===== src/rtl/pc_fetch_unit.sv =====
// pc_fetch_unit: program counter and single-outstanding instruction fetch
// sequencer. Requests one word at a time from instruction memory over a
// req/ack port, then holds the fetched word for decode until it is taken.
//
// Handshake rules:
//  - imem port: imem_req/imem_addr are held stable from the cycle imem_req
//    rises until the cycle imem_ack is sampled high; imem_ack is only
//    meaningful while a request is pending (state REQ) and is ignored otherwise.
//  - decode port: instr/instr_pc are stable while instr_valid=1; a transfer
//    happens on a rising edge where instr_valid & instr_ready & ~stall, and
//    instr_valid never drops without a transfer (except on reset).
module pc_fetch_unit #(
  parameter int unsigned            ADDR_W   = 32,
  parameter int unsigned            INSTR_W  = 32,
  parameter logic [ADDR_W-1:0]      RESET_PC = '0
) (
  input  logic               clk,
  input  logic               rst_n,
  input  logic               PCS,
  input  logic [ADDR_W-1:0]  PCTarget,
  input  logic               stall,
  output logic               imem_req,
  output logic [ADDR_W-1:0]  imem_addr,
  input  logic               imem_ack,
  input  logic [INSTR_W-1:0] imem_rdata,
  output logic               instr_valid,
  input  logic               instr_ready,
  output logic [INSTR_W-1:0] instr,
  output logic [ADDR_W-1:0]  instr_pc,
  output logic [ADDR_W-1:0]  pc,
  output logic [1:0]         dbg_state
);

  typedef enum logic [1:0] {
    BOOT = 2'd0,
    REQ  = 2'd1,
    HOLD = 2'd2
  } state_t;

  state_t             state;
  logic               accept;
  logic [ADDR_W-1:0]  pc_inc;
  logic [ADDR_W-1:0]  redirect_pc;

  // Decode takes the held instruction this cycle.
  assign accept      = instr_valid & instr_ready & ~stall;
  // Sequential successor; wraps silently at the top of the address space.
  assign pc_inc      = pc + ADDR_W'(4);
  // Redirect target is forced word aligned.
  assign redirect_pc = PCTarget & ~ADDR_W'(3);

  // The fetch address is always the current PC; only meaningful with imem_req.
  assign imem_addr = pc;
  assign dbg_state = state;

  // Fetch sequencer: BOOT idles one cycle, REQ waits for memory, HOLD waits
  // for decode; all outputs are registered alongside the state.
  always_ff @(posedge clk or negedge rst_n) begin
    if (!rst_n) begin
      state       <= BOOT;
      pc          <= RESET_PC;
      imem_req    <= 1'b0;
      instr_valid <= 1'b0;
      instr       <= '0;
      instr_pc    <= '0;
    end else begin
      case (state)
        BOOT: begin
          state    <= REQ;
          imem_req <= 1'b1;
        end
        REQ: begin
          if (imem_ack) begin
            instr       <= imem_rdata;
            instr_pc    <= pc;
            instr_valid <= 1'b1;
            pc          <= pc_inc;
            imem_req    <= 1'b0;
            state       <= HOLD;
          end
        end
        HOLD: begin
          // PCS/PCTarget only matter on the accepting edge; pc already
          // points at instr_pc+4 for the fall-through case.
          if (accept) begin
            instr_valid <= 1'b0;
            imem_req    <= 1'b1;
            state       <= REQ;
            if (PCS) begin
              pc <= redirect_pc;
            end
          end
        end
        default: begin
          state       <= BOOT;
          imem_req    <= 1'b0;
          instr_valid <= 1'b0;
        end
      endcase
    end
  end

endmodule

===== config.mk =====
export PLATFORM = sky130hd
export DESIGN_NAME = pc_fetch_unit
export DESIGN_NICKNAME = d
export VERILOG_FILES = /design/src/rtl/pc_fetch_unit.sv
export SDC_FILE = /design/constraint.sdc
export NUM_CORES = 1
export LEC_CHECK = 0
export BUFFER_PORTS_ARGS = -buffer_cell sky130_fd_sc_hd__buf_2
export CORE_UTILIZATION = 45
export DETAILED_ROUTE_END_ITERATION = 12
export GPL_ROUTABILITY_DRIVEN = 0
export GPL_TIMING_DRIVEN = 0
export PLACE_DENSITY = 0.76
export SYNTH_ARGS = -nofsm -noshare
export SYNTH_HDL_FRONTEND = slang
export SYNTH_SLANG_ARGS = --single-unit

===== constraint.sdc =====
create_clock -name clk -period 3.3 [get_ports clk]
set_input_delay 0.66 -clock clk [delete_from_list [all_inputs] [get_ports clk]]
set_output_delay 0.66 -clock clk [all_outputs]
set_load 0.005 [all_outputs]

After elaboration in Yosys (flattened, before gate mapping) --
Index checks and enable logic that the tools add are counted. W data, S select, Z words.
Word-level totals: register bits after elaboration 100, bits of input ports 70, word-level logic and storage cells 35
Cells by class: add/subtract/negate cells 1, equal/unequal tests 5, multiplexer cells 13, bitwise operators 4, reduce and logical (&&, ||, !) cells 6
Operators by type and width (count):
- $mux W32 | 3
- $pmux W32 S2 | 1
- $add A32 B3 Y32 const B | 1
- $ne A2 B2 Y1 const B | 3
- $pmux W1 S3 | 2
- $pmux W2 S3 | 1
- $mux W1 | 4
- $mux W2 | 2
- $reduce_and A2 Y1 | 2
- $reduce_and A4 Y1 | 1
- $reduce_and A3 Y1 | 1
- $and A1 B1 Y1 | 2
- $eq A2 B1 Y1 const B | 1
- $eq A2 B2 Y1 const B | 1
- $logic_not A2 Y1 | 1
- $not A1 Y1 | 2
- $reduce_bool A2 Y1 | 1

Logic depth before layout (Yosys ltp) --
Gate-level depths: netlist of the first run.
depth in word-level cells 4, gate-level depth with buffers 7, depth with buffers taken out 6

Worst setup path after synthesis of the first run --
OpenSTA, ideal clock, no wires.
path kind reg-to-reg, from register pc[2], in the netlist imem_addr[2], to register pc[16], in the netlist imem_addr[16], arrival time 1689 ps, path slack 1534 ps, stages on the path, launching flop included 7, buffers on the path 0, clock period less this slack 1766 ps, path through dfrtp_1 > ha_1 > nand4_2 > or4_1 > a21oi_1 > nor2_1 > a21oi_1
Between the ends: cells in the longest elaborated chain, start to end 3
RTL lines:
- from (decl) | line 30 | output logic [ADDR_W-1:0] pc,
- from (signal assigned) | line 77 | pc <= pc_inc;
- from (signal assigned) | line 90 | pc <= redirect_pc;
- $add A32 B3 Y32 | line 48 | assign pc_inc = pc + ADDR_W'(4);
- $mux W32 | line 73 | if (imem_ack) begin
- $pmux W32 S2 | line 67 | case (state)
No other way between the ends. The select of a mux whose other input is x is not followed. A chain may end at the register's enable or synchronous reset.

Worst setup path in the final report of the first run --
Ends and elaborated chain as after synthesis.

==> out/qor.txt, run 1 <==
layout cell share with drive strength beyond 1 - 35.32%
Seq cells post-synth - 95
Die W - 104.7 um
Slew headroom - 57.20%
synth unique cells - 55
n_diodes - 0
Buffers on Ports - 193
CP most frequent cell - a21oi_1
Worst Setup SP - imem_addr[2]
max-cap violations - 0
H-tree depth - 3
top-area cell type share of the netlist area - 50.05%
cell family with most CP delay - simple AND/OR/NAND/NOR gates
ys async rst share - 100.0%
Clk Latency, worst-skew pair - 360 ps
CP required - 3590 ps
leading cell type in the layout, fill and taps excluded - nand2_1
CP peak stage delay - 640 ps
Mapped Cells - 558
I/O pins - 202
DR vias - 4772
largest net degree at the start of global routing - 55
area delta synth->final - 29.77%
dominant synthesized flop cell - dfrtp_1
Hold Path Class - input port to async pin
Vias per Instance - 5.250
TNS Setup - 0 ps
critical setup path kind - flop to flop
Mapped Area - 4750 sq um
CTS tree - yes
Worst Skew - 11.90 ps
Final period util - 66.33%
grt ovf - 0
Fmax achieved - 0.4569 GHz
dpl cell area - 5934 sq um
synth warn - 0
dpl ws - 1028 ps
Pwr per Cell Area - 913.3 nW/um^2
worst slew pin tran - 642.0 ps
WP buf/inv - 0
leading area contributor after synthesis - dfrtp_1
RR Startpoint - imem_addr[2]
Final ANT Viol Nets - 0
register area share after synthesis - 50.05%
GR Util met1 - 33.13%
routing usage on met2 - 42.01%
layout net count - 839
initial antenna violation count - 0
Slew Limit Fails - 0
CTS resizes - 0
drc violations - 0
WHS - 280.2 ps
Num Clock Sinks - 95
Placeable Area - 10280 sq um
die height - 104.7 um
Final min period - 2189 ps
number of CTS-inserted buffers - 9
top cells by area, synth - dfrtp_1, nand2_1, buf_4
final worst slack - 1111 ps
M3 GR Usage - 3.369%
Design Area, Final - 6163 sq um
CP cell instances - ha_1 > nand4_2 > or4_1 > a21oi_1 > nor2_1 > a21oi_1
Cell Count Post-Placement - 893
Post-Syn Area per Cell - 8.512 sq um
Fillers - 954
First-pass DRT Iterations - 5
fin cells - 909
GR Util All Layers - 25.27%
dpl hpwl - 9981 um
crit end category - flop
Post-CTS Setup Bufs - 0
vias in the first global route - 4590
Slowest-stage cell, CP - or4_1
Worst-path clk slew - 100 ps
Post-synth EDFFs - 0
first-pass GRT wire length - 22180 um
status - finished, final reports clean
wire length per cell - 15.09 um
Initial Utilization - 46.21%
hold-fix buffers at CTS - 0
gr busiest metal - met2
Die ar. - 10970 sq um
Max clock buf depth - 2
DRT Wirelength - 13720 um
setup violators final - 0
CP arrival - 2480 ps
Startpoint Class - flop
VDD IR-drop max - 0.4138 mV
Static Leak - 3.269 nW
row count - 37
crit-path max FO - 7
number of DRC markers in iteration 0 - 303
root buf cell - clkbuf_8
most frequent cells in the layout - nand2_1, buf_2, dfrtp_1, a21oi_1, buf_4
RSZ-0062 raised after global routing - false
Final Hold Viols - 0
-- metal layers --
layer  vias up  part of all wire (%)
li1       2265                     -
met1      2212                    42
met2       259                    47
met3        36                   7.9
met4         0                   2.7
met5         -                     0
-- cell usage after synthesis, drive strengths merged (2+ instances only) --
library cell and n:
inv 5, o21a 2, o22ai 12, o211ai 3, a31oi 2, a2bb2oi 4
nand4 12, nand3 17, clkbuf 16, nor4 2, or2 3, and2 2
and4 4, buf 50, a21oi 40, o32ai 5, and3b 2, mux2i 2
nand2b 3, o41ai 2, nor2 18, o21ai 16, or4 2, nand2 208
or3 7, nor3 6, a211oi 3, nand3b 3, nor2b 2, and3 2
dfrtp 95
-- cells by family after synthesis --
| kind of cell | synth area share (%) |
|---|---|
| buf+inv | 8.772 |
| simple gates | 28.14 |
| flops | 50.05 |
| compound gates | 12.28 |
| other cells | 0.07895 |
| fa+ha+maj | 0.2634 |
| mux | 0.4215 |
-- final timing paths --
check,cells after the start,slack (ps),end
hold / removal,1,280,imem_addr[22]
setup / recovery,6,1110,imem_addr[16]
setup reg to reg,6,1110,imem_addr[16]
max in group asynchronous,2,2350,instr_pc[8]
min in group clk,2,480,instr_pc[26]
hold reg to reg,2,480,instr_pc[26]
-- sequential cells by signal (all words and copies together) (netlist names) --
register	cells
dbg_state	2
instr_pc	30
instr_valid	1
instr	32
imem_addr	30
-- through the flow --
stage	power (mW)	util (%)
2_1_floorplan	3.568	-
3_3_place_gp	4.653	57.45
3_5_place_dp	4.753	57.74
4_1_cts	5.646	59.97
5_1_grt	6.053	59.97
6_report	5.629	59.97
-- worst register-to-register path, stage by stage (launching register included) --
cell,delay (ps)
dfrtp_1,550
ha_1,320
nand4_2,290
or4_1,640
a21oi_1,170
nor2_1,50
a21oi_1,110
-- where the power goes --
group | internal, mW | switching [mW] | total, mW
Combinational | 1.17 | 1.34 | 2.51
Sequential | 1.69 | 0.544 | 2.23
Clock | 0.454 | 0.433 | 0.887
Total | 3.31 | 2.32 | 5.63
-- layout make-up --
class | instances | area [sq um] | area share [%]
Timing Repair Buffer | 194 | 996.0 | 16.16
Tap cell | 136 | 170.2 | 2.761
Buffer | 66 | 397.9 | 6.456
Multi-Input combinational cell | 397 | 1974 | 32.03
Inverter | 5 | 18.77 | 0.3045
Clock buffer | 10 | 137.6 | 2.233
Sequential cell | 95 | 2377 | 38.57
Clock inverter | 6 | 91.34 | 1.482
Power figures use the tool's default switching activity.
==> inputs of run 2 (changes only) <==
- ABC_AREA: unset -> 1
- PLACE_DENSITY: 0.76 -> 0.75
- clock period: 3.3 -> 2.09 ns (I/O delays scaled with it)
==> run 2 against run 1 <==
  * Sequential power rose by 58%
  * Die area rose by 7.1%
  * Cell count rose by 5.5%
  * Critical path type unchanged
==> out/qor.txt, run 2 <==
crit end category - flop (unchanged)
dpl hpwl - 10860 um (was 9981 um)
number of DRC markers in iteration 0 - 361 (was 303)
vias in the first global route - 4452 (was 4590)
max-cap violations - 0 (unchanged)
Static Leak - 3.464 nW (was 3.269 nW)
leading area contributor after synthesis - dfrtp_1 (unchanged)
reg2reg path depth - 10 (was 6)
Startpoint Class - flop (unchanged)
Vias per Instance - 5.035 (was 5.250)
Final period util - 84.08% (was 66.33%)
RSZ-0062 raised after global routing - false (unchanged)
DR vias - 4829 (was 4772)
initial antenna violation count - 0 (unchanged)
die height - 108.4 um (was 104.7 um)
I/O pins - 202 (unchanged)
register area share after synthesis - 46.68% (was 50.05%)
CTS tree - yes (unchanged)
synth warn - 0 (unchanged)
dominant synthesized flop cell - dfrtp_1 (unchanged)
Final ANT Viol Nets - 0 (unchanged)
Placeable Area - 10940 sq um (was 10280 sq um)
drc violations - 0 (unchanged)
dpl ws - 362.2 ps (was 1028 ps)
Fmax achieved - 0.5690 GHz (was 0.4569 GHz)
TNS Setup - 0 ps (unchanged)
number of CTS-inserted buffers - 9 (unchanged)
Hold Path Class - input port to async pin (unchanged)
Seq cells post-synth - 95 (unchanged)
FF-to-FF End - imem_addr[28] (was imem_addr[16])
layout net count - 885 (was 839)
first-pass GRT wire length - 21540 um (was 22180 um)
largest net degree at the start of global routing - 64 (was 55)
First-pass DRT Iterations - 5 (unchanged)
setup violators final - 0 (unchanged)
status - finished, final reports clean (unchanged)
critical setup path kind - flop to flop (unchanged)
RR Startpoint - imem_addr[3] (was imem_addr[2])
Die ar. - 11750 sq um (was 10970 sq um)
final worst slack - 332.7 ps (was 1111 ps)
most frequent cells in the layout - buf_2, nand2_1, dfrtp_1, nor2_1 (was nand2_1, buf_2, dfrtp_1, a21oi_1, buf_4)
layout cell share with drive strength beyond 1 - 41.51% (was 35.32%)
wire length per cell - 14.60 um (was 15.09 um)
Buffers on Ports - 193 (unchanged)
Mapped Cells - 604 (was 558)
CP arrival - 2000 ps (was 2480 ps)
CP required - 2330 ps (was 3590 ps)
Max clock buf depth - 2 (unchanged)
n_diodes - 0 (unchanged)
synth unique cells - 35 (was 55)
Final Hold Viols - 0 (unchanged)
Critical Path End - imem_addr[28] (was imem_addr[16])
VDD IR-drop max - 0.6756 mV (was 0.4138 mV)
Worst Setup SP - imem_addr[3] (was imem_addr[2])
row count - 38 (was 37)
Layout Utilization - 60.25% (was 59.97%)
Post-Syn Area per Cell - 8.431 sq um (was 8.512 sq um)
grt ovf - 0 (unchanged)
R2R Setup Slk - 330 ps (was 1110 ps)
Pwr per Cell Area - 1533 nW/um^2 (was 913.3 nW/um^2)
Die W - 108.4 um (was 104.7 um)
count leader, synth - nand2_1 (unchanged)
GR Util All Layers - 24.00% (was 25.27%)
Slew Limit Fails - 0 (unchanged)
top-area cell type share of the netlist area - 46.68% (was 50.05%)
hold-fix buffers at CTS - 0 (unchanged)
Post-CTS Setup Bufs - 0 (unchanged)
root buf cell - clkbuf_16 (was clkbuf_8)
Post-synth top cells - nand2_1, dfrtp_1, nor2_1, inv_1, o21ai_0 (was nand2_1, dfrtp_1, a21oi_1, buf_4)
Num Clock Sinks - 95 (unchanged)
dpl cell area - 6282 sq um (was 5934 sq um)
Mapped Area - 5092 sq um (was 4750 sq um)
H-tree depth - 3 (unchanged)
ys async rst share - 100.0% (unchanged)
leading cell type in the layout, fill and taps excluded - buf_2 (was nand2_1)
CTS resizes - 0 (unchanged)
Largest register FFs - 32 (unchanged)
Worst Skew - 8.534 ps (was 11.90 ps)
crit-path max FO - 7 (unchanged)
Initial Utilization - 46.57% (was 46.21%)
Worst-path clk slew - 70 ps (was 100 ps)
Post-synth EDFFs - 0 (unchanged)
Clk Latency, worst-skew pair - 350 ps (was 360 ps)
Design Area, Final - 6589 sq um (was 6163 sq um)
area delta synth->final - 29.39% (was 29.77%)
DRT Wirelength - 14000 um (was 13720 um)
Final min period - 1757 ps (was 2189 ps)
Largest Register - instr (unchanged)
top cells by area, synth - dfrtp_1, nand2_1, mux2_2 (was dfrtp_1, nand2_1, buf_4)
## run 2: cell count changes in the layout (fill, tap and decap cells not counted), moves of 10 or more
| cell | change |
|---|---|
| mux2_2 | +38 |
| a21oi_1 | -38 |
| nand3_1 | +17 |
| a21oi_2 | +10 |
| nor2_1 | +54 |
| nand2_1 | -39 |
| inv_1 | +38 |
| o21ai_0 | +30 |
| clkbuf_1 | -10 |
## run 2: final cells by class
class	instances	area, sq um
clock inverter	6	67.56
inverter	47	178.9
buffer	58	402.9
timing repair buffer	194	996.0
sequential	95	2377
tap	140	175.2
fill	956	4347
clock buffer	10	239.0
multi-input combinational	409	2152
## run 2: critical path, stage by stage (launching register included)
cell and delay, ps:
dfrtp_1 450, ha_1 210, nand2_1 120, nor2_4 180
nand2_2 130, nor2_1 240, nand2_1 90, nand2_1 60
nand3_1 70, nand2_1 60, nand2_1 40
## run 2: per-stage QoR
step | cells | power (mW) | hold WS [ps]
3_3_place_gp | 942 | 8.249 | 464.0
2_1_floorplan | 609 | 6.393 | 122.4
3_5_place_dp | 943 | 8.441 | 381.6
4_1_cts | 959 | 10.14 | 18.08
6_report | 959 | 10.10 | 8.012
5_1_grt | 959 | 10.87 | 36.47
## run 2: report_power, final
| part | internal (mW) | switching, mW | leakage (nW) | total, mW |
|---|---|---|---|---|
| combinational | 2.32 | 2.57 | 2.16 | 4.89 |
| sequential | 2.71 | 0.815 | 1.15 | 3.53 |
| clock | 0.966 | 0.715 | 0.145 | 1.68 |
| total | 6.00 | 4.10 | 3.46 | 10.1 |
## run 2: how the worst min path moves through the flow
stage | end | slack (ps) | cells after the start
after floorplan | dbg_state[0] | 120 | 0
after global placement | instr_pc[21] | 460 | 2
after detailed placement | instr[4] | 380 | 1
after CTS | dbg_state[1] | 20 | 1
after global routing | dbg_state[1] | 40 | 1
final | instr[23] | 8 | 1
## run 2: routing by layer
layer	track usage (%)	share of wire, %	vias to the layer above
met5	0	0	-
met4	11.87	2.7	0
met3	3.978	7.7	33
met2	40.67	47	222
met1	29.62	42	2271
li1	-	-	2303
## run 2: logic make-up after synthesis
kind of cell	count (synthesis)	share of synthesized area, %
adders and majority gates	1	0.2457
AOI/OAI and AO/OA	69	8.649
buffers and inverters	105	11.43
DFF	95	46.68
other	1	0.07364
muxes	38	8.403
xor gates and xnor gates	1	0.1720
and+or+nand+nor	294	24.35
